$ cat src/rtl/keypad_scan16_if.sv
// Keypad-side signal bundle for keypad_scan16: column inputs, row strobes and
// decoded key outputs. The slave modport is the scanner, the master is the keypad/host side.
interface keypad_scan16_if;
  logic [3:0]  col;
  logic [3:0]  row;
  logic [3:0]  key_code;
  logic        key_valid;
  logic [15:0] value;
  logic        pressed;

  modport slave  (input col, output row, key_code, key_valid, value, pressed);
  modport master (output col, input row, key_code, key_valid, value, pressed);
endinterface

$ cat src/rtl/keypad_scan16.sv
// 4x4 matrix keypad scanner with frame-based debounce and a 4-digit code history.
// Optional auto-repeat while a key is held is enabled by defining KEYPAD_REPEAT_EN.
module keypad_scan16 #(
  parameter int SCAN_BITS      = 16,
  parameter int DEBOUNCE_SCANS = 4,
  parameter int REPEAT_FRAMES  = 64
) (
  input  logic           clk,
  input  logic           rst_n,
  keypad_scan16_if.slave kp
);

  localparam int         CW   = SCAN_BITS + 2;
  localparam logic [3:0] DS_W = 4'(DEBOUNCE_SCANS);

  if (DEBOUNCE_SCANS < 1 || DEBOUNCE_SCANS > 15) begin : g_bad_debounce
    $error("keypad_scan16: DEBOUNCE_SCANS out of range 1..15");
  end
  if (REPEAT_FRAMES < 1 || REPEAT_FRAMES > 255) begin : g_bad_repeat
    $error("keypad_scan16: REPEAT_FRAMES out of range 1..255");
  end

  typedef enum logic [1:0] {
    S_IDLE     = 2'd0,
    S_DEBOUNCE = 2'd1,
    S_HELD     = 2'd2,
    S_RELEASE  = 2'd3
  } state_t;

  function automatic logic [3:0] row_decode(input logic [1:0] r);
    case (r)
      2'd0:    row_decode = 4'b1110;
      2'd1:    row_decode = 4'b1101;
      2'd2:    row_decode = 4'b1011;
      2'd3:    row_decode = 4'b0111;
      default: row_decode = 4'b1110;
    endcase
  endfunction

  function automatic logic [2:0] low_count(input logic [3:0] v);
    low_count = {2'b00, v[0]} + {2'b00, v[1]} + {2'b00, v[2]} + {2'b00, v[3]};
  endfunction

  function automatic logic [1:0] low_index(input logic [3:0] v);
    if (v[0]) begin
      low_index = 2'd0;
    end else if (v[1]) begin
      low_index = 2'd1;
    end else if (v[2]) begin
      low_index = 2'd2;
    end else begin
      low_index = 2'd3;
    end
  endfunction

  logic [CW-1:0] scan_q, scan_d;
  logic [3:0]    row_q, row_d;
  logic [3:0]    sync1_q, sync2_q;
  logic          hit_q, hit_d, multi_q, multi_d;
  logic [3:0]    fkey_q, fkey_d;
  state_t        state_q, state_d;
  logic [3:0]    cnt_q, cnt_d, cand_q, cand_d;
  logic [3:0]    key_code_q, key_code_d;
  logic          key_valid_q, key_valid_d;
  logic [15:0]   value_q, value_d;
  logic          pressed_q, pressed_d;

  logic          sample_s, first_s, frame_end_s;
  logic [1:0]    row_idx_s;
  logic [3:0]    col_low_s;
  logic [2:0]    n_low_s;
  logic          prev_hit_s, prev_multi_s, row_single_s;
  logic          frame_hit_s, frame_multi_s, frame_none_s, frame_single_s;
  logic [3:0]    frame_key_s;
  logic          ev_s, rep_fire_s;
  logic [3:0]    ev_key_s;

  // Scan counter advance and row strobe for the upcoming cycle.
  always_comb begin
    scan_d = scan_q + {{(CW-1){1'b0}}, 1'b1};
    row_d  = row_decode(scan_d[CW-1:CW-2]);
  end

  // Per-row column analysis folded into the running frame classification.
  always_comb begin
    sample_s       = &scan_q[SCAN_BITS-1:0];
    row_idx_s      = scan_q[CW-1:CW-2];
    first_s        = (row_idx_s == 2'd0);
    frame_end_s    = sample_s && (row_idx_s == 2'd3);
    col_low_s      = ~sync2_q;
    n_low_s        = low_count(col_low_s);
    row_single_s   = (n_low_s == 3'd1);
    prev_hit_s     = first_s ? 1'b0 : hit_q;
    prev_multi_s   = first_s ? 1'b0 : multi_q;
    frame_multi_s  = prev_multi_s || (n_low_s > 3'd1) || (row_single_s && prev_hit_s);
    frame_hit_s    = prev_hit_s || row_single_s;
    frame_key_s    = (row_single_s && !prev_hit_s) ? {row_idx_s, low_index(col_low_s)} : fkey_q;
    frame_none_s   = !frame_hit_s && !frame_multi_s;
    frame_single_s = frame_hit_s && !frame_multi_s;
    if (sample_s) begin
      hit_d   = frame_hit_s;
      multi_d = frame_multi_s;
      fkey_d  = frame_key_s;
    end else begin
      hit_d   = hit_q;
      multi_d = multi_q;
      fkey_d  = fkey_q;
    end
  end

`ifdef KEYPAD_REPEAT_EN
  localparam logic [7:0] RF_W = 8'(REPEAT_FRAMES);
  logic [7:0] rep_q, rep_d;

  assign rep_fire_s = frame_end_s && (state_q == S_HELD) && frame_single_s &&
                      (frame_key_s == key_code_q) && (rep_q + 8'd1 == RF_W);

  // Repeat frame counter: runs on frames holding the accepted key, clears on (re)entry to HELD.
  always_comb begin
    if (frame_end_s && (state_q == S_HELD) && frame_single_s) begin
      if (frame_key_s == key_code_q) begin
        rep_d = rep_fire_s ? 8'd0 : rep_q + 8'd1;
      end else begin
        rep_d = 8'd0;
      end
    end else if ((state_d == S_HELD) && (state_q != S_HELD)) begin
      rep_d = 8'd0;
    end else begin
      rep_d = rep_q;
    end
  end

  // Repeat counter register.
  always_ff @(posedge clk or negedge rst_n) begin
    if (!rst_n) begin
      rep_q <= 8'd0;
    end else begin
      rep_q <= rep_d;
    end
  end
`else
  assign rep_fire_s = 1'b0;
`endif

  // Debounce FSM, evaluated only on the frame-end sample.
  always_comb begin
    state_d  = state_q;
    cnt_d    = cnt_q;
    cand_d   = cand_q;
    ev_s     = 1'b0;
    ev_key_s = cand_q;
    if (frame_end_s) begin
      case (state_q)
        S_IDLE: begin
          if (frame_single_s && (DS_W == 4'd1)) begin
            ev_s     = 1'b1;
            ev_key_s = frame_key_s;
            cnt_d    = 4'd0;
            state_d  = S_HELD;
          end else if (frame_single_s) begin
            cand_d  = frame_key_s;
            cnt_d   = 4'd1;
            state_d = S_DEBOUNCE;
          end else begin
            state_d = S_IDLE;
          end
        end
        S_DEBOUNCE: begin
          if (frame_single_s && (frame_key_s == cand_q)) begin
            if (cnt_q + 4'd1 == DS_W) begin
              ev_s     = 1'b1;
              ev_key_s = cand_q;
              cnt_d    = 4'd0;
              state_d  = S_HELD;
            end else begin
              cnt_d = cnt_q + 4'd1;
            end
          end else if (frame_single_s) begin
            cand_d = frame_key_s;
            cnt_d  = 4'd1;
          end else begin
            cnt_d   = 4'd0;
            state_d = S_IDLE;
          end
        end
        S_HELD: begin
          if (frame_none_s && (DS_W == 4'd1)) begin
            cnt_d   = 4'd0;
            state_d = S_IDLE;
          end else if (frame_none_s) begin
            cnt_d   = 4'd1;
            state_d = S_RELEASE;
          end else if (rep_fire_s) begin
            ev_s     = 1'b1;
            ev_key_s = key_code_q;
          end else begin
            state_d = S_HELD;
          end
        end
        S_RELEASE: begin
          if (frame_none_s && (cnt_q + 4'd1 == DS_W)) begin
            cnt_d   = 4'd0;
            state_d = S_IDLE;
          end else if (frame_none_s) begin
            cnt_d = cnt_q + 4'd1;
          end else begin
            cnt_d   = 4'd0;
            state_d = S_HELD;
          end
        end
        default: begin
          cnt_d   = 4'd0;
          state_d = S_IDLE;
        end
      endcase
    end else begin
      state_d = state_q;
    end
  end

  // Output next-state: event pulse, code history and held flag.
  always_comb begin
    key_valid_d = ev_s;
    pressed_d   = (state_d == S_HELD) || (state_d == S_RELEASE);
    if (ev_s) begin
      key_code_d = ev_key_s;
      value_d    = {value_q[11:0], ev_key_s};
    end else begin
      key_code_d = key_code_q;
      value_d    = value_q;
    end
  end

  // State, scan and output registers.
  always_ff @(posedge clk or negedge rst_n) begin
    if (!rst_n) begin
      scan_q      <= {CW{1'b0}};
      row_q       <= 4'b1110;
      sync1_q     <= 4'd0;
      sync2_q     <= 4'd0;
      hit_q       <= 1'b0;
      multi_q     <= 1'b0;
      fkey_q      <= 4'd0;
      state_q     <= S_IDLE;
      cnt_q       <= 4'd0;
      cand_q      <= 4'd0;
      key_code_q  <= 4'd0;
      key_valid_q <= 1'b0;
      value_q     <= 16'd0;
      pressed_q   <= 1'b0;
    end else begin
      scan_q      <= scan_d;
      row_q       <= row_d;
      sync1_q     <= kp.col;
      sync2_q     <= sync1_q;
      hit_q       <= hit_d;
      multi_q     <= multi_d;
      fkey_q      <= fkey_d;
      state_q     <= state_d;
      cnt_q       <= cnt_d;
      cand_q      <= cand_d;
      key_code_q  <= key_code_d;
      key_valid_q <= key_valid_d;
      value_q     <= value_d;
      pressed_q   <= pressed_d;
    end
  end

  assign kp.row       = row_q;
  assign kp.key_code  = key_code_q;
  assign kp.key_valid = key_valid_q;
  assign kp.value     = value_q;
  assign kp.pressed   = pressed_q;

endmodule

$ cat src/flat_wrapper.sv
// flat-port wrapper written by rule: the top's interface ports become plain ports
module keypad_scan16_flat 
#(
  parameter int SCAN_BITS      = 16,
  parameter int DEBOUNCE_SCANS = 4,
  parameter int REPEAT_FRAMES  = 64
)
  (clk, rst_n, kp_col, kp_row, kp_key_code, kp_key_valid, kp_value, kp_pressed);
  keypad_scan16_if kp_i ();
  input  logic clk;
  input  logic rst_n;
  input wire logic [$bits(kp_i.col)-1:0] kp_col;
  output wire logic [$bits(kp_i.row)-1:0] kp_row;
  output wire logic [$bits(kp_i.key_code)-1:0] kp_key_code;
  output wire logic [$bits(kp_i.key_valid)-1:0] kp_key_valid;
  output wire logic [$bits(kp_i.value)-1:0] kp_value;
  output wire logic [$bits(kp_i.pressed)-1:0] kp_pressed;
  assign kp_i.col = kp_col;
  assign kp_row = kp_i.row;
  assign kp_key_code = kp_i.key_code;
  assign kp_key_valid = kp_i.key_valid;
  assign kp_value = kp_i.value;
  assign kp_pressed = kp_i.pressed;
  keypad_scan16 #(.SCAN_BITS(SCAN_BITS), .DEBOUNCE_SCANS(DEBOUNCE_SCANS), .REPEAT_FRAMES(REPEAT_FRAMES)) u_core (.clk(clk), .rst_n(rst_n), .kp(kp_i));
endmodule
$ cat config.mk
export PLATFORM = sky130hd
export DESIGN_NAME = keypad_scan16_flat
export DESIGN_NICKNAME = d
export VERILOG_FILES = /design/src/rtl/keypad_scan16_if.sv /design/src/rtl/keypad_scan16.sv /design/src/flat_wrapper.sv
export SDC_FILE = /design/constraint.sdc
export NUM_CORES = 1
export LEC_CHECK = 0
export BUFFER_PORTS_ARGS = -buffer_cell sky130_fd_sc_hd__buf_4
export CORE_MARGIN = 3
export CORE_UTILIZATION = 60
export DETAILED_ROUTE_END_ITERATION = 12
export PLACE_DENSITY = 0.8
export SYNTH_ARGS = -nofsm -noshare
export SYNTH_HDL_FRONTEND = slang
export SYNTH_SLANG_ARGS = --single-unit
$ cat constraint.sdc
create_clock -name clk -period 5.5 [get_ports clk]
set_input_delay 0.275 -clock clk [delete_from_list [all_inputs] [get_ports clk]]
set_output_delay 0.275 -clock clk [all_outputs]
set_load 0.01 [all_outputs]
## Word-level counts from Yosys, hierarchy flattened

Cells that the tools add are included.

| cells by class | value |
|---|---|
| $lt $le $gt $ge | 1 |
| multiplexer cells | 31 |
| bitwise logic cells | 1 |
| $add $sub $neg | 5 |
| reduce and logical (&&, ||, !) cells | 21 |
| eq/ne operators | 15 |

Operator list:

| cell | number |
|---|---|
| 4-bit two-way mux | 9 |
| 4-bit one-hot mux with 4 select lines | 2 |
| 18-bit by 1-bit adder with 18-bit output (second input constant) | 1 |
| 2-bit two-way mux | 8 |
| 16-bit AND reduction | 1 |
| 2-bit == test (second input constant) | 7 |
| 1-bit two-way mux | 10 |
| 2-bit one-hot mux with 4 select lines | 1 |
| 4-bit one-hot mux with 2 select lines | 1 |
| 1-bit logical AND | 7 |
| 3-bit by 1-bit adder with 3-bit output | 2 |
| 2-bit logical NOT | 3 |
| 3-bit AND reduction | 2 |
| 4-bit by 1-bit adder with 4-bit output (second input constant) | 1 |
| 2-bit by 1-bit == test with 1-bit output (second input constant) | 2 |
| 4-bit by 3-bit == test with 1-bit output (second input constant) | 1 |
| 4-bit == test | 1 |
| 1-bit logical OR | 4 |
| 2-bit by 1-bit inequality test with 1-bit output (second input constant) | 2 |
| 4-bit NOT | 1 |
| 3-bit by 1-bit == test with 1-bit output (second input constant) | 1 |
| 3-bit by 1-bit greater-than comparator with 1-bit output (second input constant) | 1 |
| 1-bit logical NOT | 3 |
| 1-bit by 1-bit adder with 2-bit output | 1 |
| other kinds (2) | 2 |

| storage, ports and cells | value |
|---|---|
| register bits | 68 |
| bits of input ports | 6 |
| output and inout bits | 26 |
| word-level logic and storage cells | 88 |

## Depth between registers and ports, before layout

| logic depth | value |
|---|---|
| depth in word-level cells | 15 |
| mapped depth | 13 |
| mapped depth without buffers | 11 |

## Worst setup path after synthesis

No wires, ideal clock.

| path | value |
|---|---|
| path kind | register to register |
| start | reg u_core.sync2_q[0] |
| end | reg u_core.value_q[10] (netlist: u_core.kp.value[10]) |
| path buffers | 1 |
| period minus slack after synthesis | 3.469 ns |
| cell stages (with the launch flop) | 13 |
| setup slack | 2.031 ns |
| arrival time | 3.343 ns |
| library setup time | 0.125 ns |
| data required time | 5.375 ns |
| path through | dfrtp_1 > inv_1 > ha_1 > fa_1 > inv_1 > ha_1 > nor3b_2 > nand2_4 > or4b_4 > a311oi_4 > nand3_4 > buf_6 > mux2_4 |

| between the ends | value |
|---|---|
| cells in the longest elaborated chain, start to end | 13 |
| elaborated cells on any way between the ends | 20 |
| those cells by class | add/sub: 3; order compare: 1; eq/ne: 2; mux: 5; bitwise: 1; reduce/logical: 8 |

Ends and longest elaborated chain:

| what | RTL line | RTL |
|---|---|---|
| start: declaration | keypad_scan16.sv:58 | `logic [3:0] sync1_q, sync2_q;` |
| start signal: assignment | keypad_scan16.sv:255 | `sync2_q <= sync1_q;` |
| 4-bit NOT (*) | keypad_scan16.sv:90 | `col_low_s = ~sync2_q;` |
| 1-bit by 1-bit adder with 2-bit output | keypad_scan16.sv:41 | `low_count = {2'b00, v[0]} + {2'b00, v[1]} + {2'b00, v[2]} + {2'b00, v[3]};` |
| 3-bit by 1-bit adder with 3-bit output (2 in a row) | keypad_scan16.sv:41 |  |
| 3-bit by 1-bit greater-than comparator with 1-bit output or 3-bit by 1-bit == test with 1-bit output (tied branches) | keypad_scan16.sv:95, keypad_scan16.sv:92 |  |
| 1-bit logical OR or 1-bit logical AND (tied branches) | keypad_scan16.sv:95 | `frame_multi_s = prev_multi_s \|\| (n_low_s > 3'd1) \|\| (row_single_s && prev_hit_s);` |
| 1-bit logical OR | keypad_scan16.sv:95 |  |
| 1-bit logical NOT | keypad_scan16.sv:98, keypad_scan16.sv:99 |  |
| 1-bit logical AND | keypad_scan16.sv:99 | `frame_single_s = frame_hit_s && !frame_multi_s;` |
| 1-bit logical AND (*) | keypad_scan16.sv:169 | `if (frame_single_s && (frame_key_s == cand_q)) begin` |
| 1-bit two-way mux (*) | keypad_scan16.sv:169 |  |
| 1-bit two-way mux (*) | -- |  |
| 1-bit two-way mux (*) | keypad_scan16.sv:152 | `if (frame_end_s) begin` |
| end signal: assignment | keypad_scan16.sv:264 | `value_q <= value_d;` |
| end: declaration | keypad_scan16.sv:65 | `logic [15:0] value_q, value_d;` |

Mark *: on every way between the ends. The rest lies on a longest branch, timed or not.
A chain may end at the register's enable or synchronous reset.

## Final worst setup path

| path | value |
|---|---|
| start | reg u_core.sync2_q[0] |
| end | reg u_core.value_q[14] (netlist: u_core.kp.value[14]) |

The elaborated chain is that of the path after synthesis.

==> results by group <==
Place
  • Port Buffers: 31
  • Setup WS pre-CTS: 1.41 ns
  • DP HPWL: 3480 µm
  • Placer Congestion: 0.843

Final layout
  • Layout cells sized above 1: 28.3%
  • Final core utilization: 75.0%
  • Layout Area Growth over Synthesis: 15.2%
  • Fill cells: 300
  • Nets: 291
  • Antenna diodes: 0

Clock tree
  • Clk slew on worst S/H paths: 0.07 ns
  • CTS tree: yes
  • Clk buf depth: 2
  • Clk sinks: 64
  • Post_cts resized: 0
  • Post-CTS Hold Buffers: 0
  • CTS buffer count: 9
  • Clock H-tree levels: 3
  • Clk Latency, worst-skew pair: 0.34 ns
  • Postcts setup bufs: 0
  • Clock Root Buffer: clkbuf_8

Worst setup path
  • Crit end category: flip-flop
  • CP Launch Type: flip-flop
  • Worst Path Required: 5.72 ns
  • FF-to-FF Start: u_core.sync2_q[0]
  • Arrival time of the worst setup path: 4.33 ns
  • Worst Path Max Fanout: 19
  • Setup Crit Path Kind: reg -> reg
  • CP startpoint: u_core.sync2_q[0]

Detailed routing
  • Detail Route Antenna Nets: 0
  • Drt initial violations: 111
  • DRC errors left: 0
  • DR vias: 1,894
  • Final wirelength: 5030 µm
  • Routed WL per cell: 14.4 µm
  • DR pass1 iterations: 5
  • Average vias per placed instance: 5.44

Logic synthesis
  • Yosys cell types: 50
  • Seq cells post-synth: 64
  • Main flop type after synthesis: dfrtp_1
  • Mapped Cells: 247
  • Leading area contributor after synthesis: dfrtp_1
  • Post-synth EDFFs: 0
  • Post-synth ARST share: 100%
  • Syn nets: 260
  • Synth Area per Inst: 12.0 µm²
  • Yosys warns: 0
  • Synth top cells by count: dfrtp_1 (61), nand2_1 (20), inv_1 (15), mux2_2 (14), nand3_1 (12)
  • Main area contributors after synthesis: dfrtp_1 (51%), mux2_2 (5.3%), mux2_4 (3.5%)
  • Top-count cell post-synth: dfrtp_1
  • Top cell type's share of synthesized area: 51.3%
  • Mapped Area: 0.00297 mm²
  • Register area share after synthesis: 54.0%

GRT
  • Largest net degree at the start of global routing: 65
  • Total grt overflow: 0
  • Met3 usage: 5.79%
  • Grt met2 use: 30.2%
  • GR peak layer: met2
  • Vias in the first global route: 1,945
  • Initial antenna violation count: 0
  • First-pass GRT wire length: 8580 µm
  • Met1 Use GR: 23.2%
  • Total track usage: 18.6%

Floorplanning
  • Core area: 0.00456 mm²
  • Top Ports: 32
  • Die area: 0.00584 mm²
  • Die Y: 76.4 µm
  • Die Wd: 76.4 µm
  • Initial cell density of the core: 65.1%
  • Std-Cell Rows: 24

Power and ir drop
  • Leakage: 0.00173 µW
  • Worst vdd ir: 0.204 mV
  • Cell Pwr Density: 277 mW/mm²

Timing
  • Fmax: 243 MHz
  • Worst Tran Pin Value: 0.764 ns
  • Endpoints failing setup: 0
  • Setup ws final: 1.39 ns
  • Clock Skew: 0.0117 ns
  • Relative slew slack: 49.1%
  • Max-slew violations: 0
  • RSZ-0062 raised after global routing: no
  • Tmin final: 4.11 ns
  • Setup TNS Final: 0 ns
  • Fin crit share: 74.8%
  • Hold Fails Final Rpt: 0
  • Hold WS: 0.00324 ns

Status
  • Outcome: finished, final reports clean

Min path
  • HP Class: in -> async

Run
  • Max cap viols: 0
-- cells in the final DEF, fill, tap and decap left out, drive strengths merged, types with 4 or more instances in the layout --
cell	count
ha	6
a21oi	4
o21ai	11
mux2	21
mux2i	5
dfrtp	61
clkbuf	10
and3	5
inv	15
xor2	8
nand2b	6
clkinv	4
nand3	13
nor2	8
nand2	21
xnor2	11
nor3b	4
buf	31
-- power by group --
part / switching, µW / internal, µW / total (µW) / leakage (µW)
clock: 172 / 254 / 426 / 0.000110
combinational: 30.7 / 17.4 / 48.1 / 0.000768
sequential: 1.40 / 474 / 475 / 0.000851
-- kinds of logic after synthesis --
logic type	synth area share, %
adders and majority gates	3.20
xor gates and xnor gates	5.60
DFF	54.0
and+or+nand+nor	14.7
AOI/OAI and AO/OA	7.58
muxes	10.5
buffers and inverters	4.38
-- through the flow --
stage / std cells / power, µW / instance area [µm²]
detailed placement: 332 / 532 / 3210
global route: 348 / 989 / 3420
floorplan: 247 / 516 / 2970
CTS: 348 / 961 / 3420
global placement: 332 / 531 / 3210
finish: 348 / 949 / 3420
-- sequential cells by signal, summed over array words and instances, names as in the netlist --
name / flops
u_core.scan_q: 18
u_core.multi_q: 1
u_core.state_q: 2
u_core.kp.row: 4
u_core.hit_q: 1
u_core.fkey_q: 4
u_core.sync2_q: 4
u_core.cand_q: 4
u_core.kp.value: 16
u_core.sync1_q: 4
u_core.cnt_q: 4
u_core.kp.pressed: 1
u_core.kp.key_valid: 1
-- area by class of cell --
cell class                      instances  area, µm²  area share, %
Timing Repair Buffer                   31        233           6.80
Clock inverter                          6       83.8           2.45
Clock buffer                           10        128           3.73
Multi-Input combinational cell        157       1240           36.1
Inverter                               15       56.3           1.64
Tap cell                               65       81.3           2.37
Sequential cell                        64       1610           46.9
-- critical path: stages, from the launching register on --
cell      delay [ns]
dfrtp_1         0.39
inv_1           0.08
ha_1            0.33
fa_1            0.42
inv_1           0.08
ha_1            0.23
nor3b_2         0.64
nand2_4         0.18
or4b_4          0.55
a311oi_4        0.38
nand3_4         0.33
mux2_4          0.38
-- metal layers --
layer / wire, µm / share of wire [%]
met1: 2340 / 46
met2: 2430 / 48
met4: 82 / 1.6
met5: 0 / 0
met3: 175 / 3.5
-- worst paths after layout --
path	slack, ns	end	cells past startpoint
max in group asynchronous	4.98	u_core.scan_q[11]	1
worst max register to register	1.39	u_core.kp.value[14]	11
worst min-delay path	0.003	u_core.kp.key_valid	1
worst min register to register	0.35	u_core.sync2_q[2]	0
worst max-delay path	1.39	u_core.kp.value[14]	11
min in group clk	0.05	u_core.sync1_q[0]	1
No activity file was read; power rests on OpenSTA's default activity.
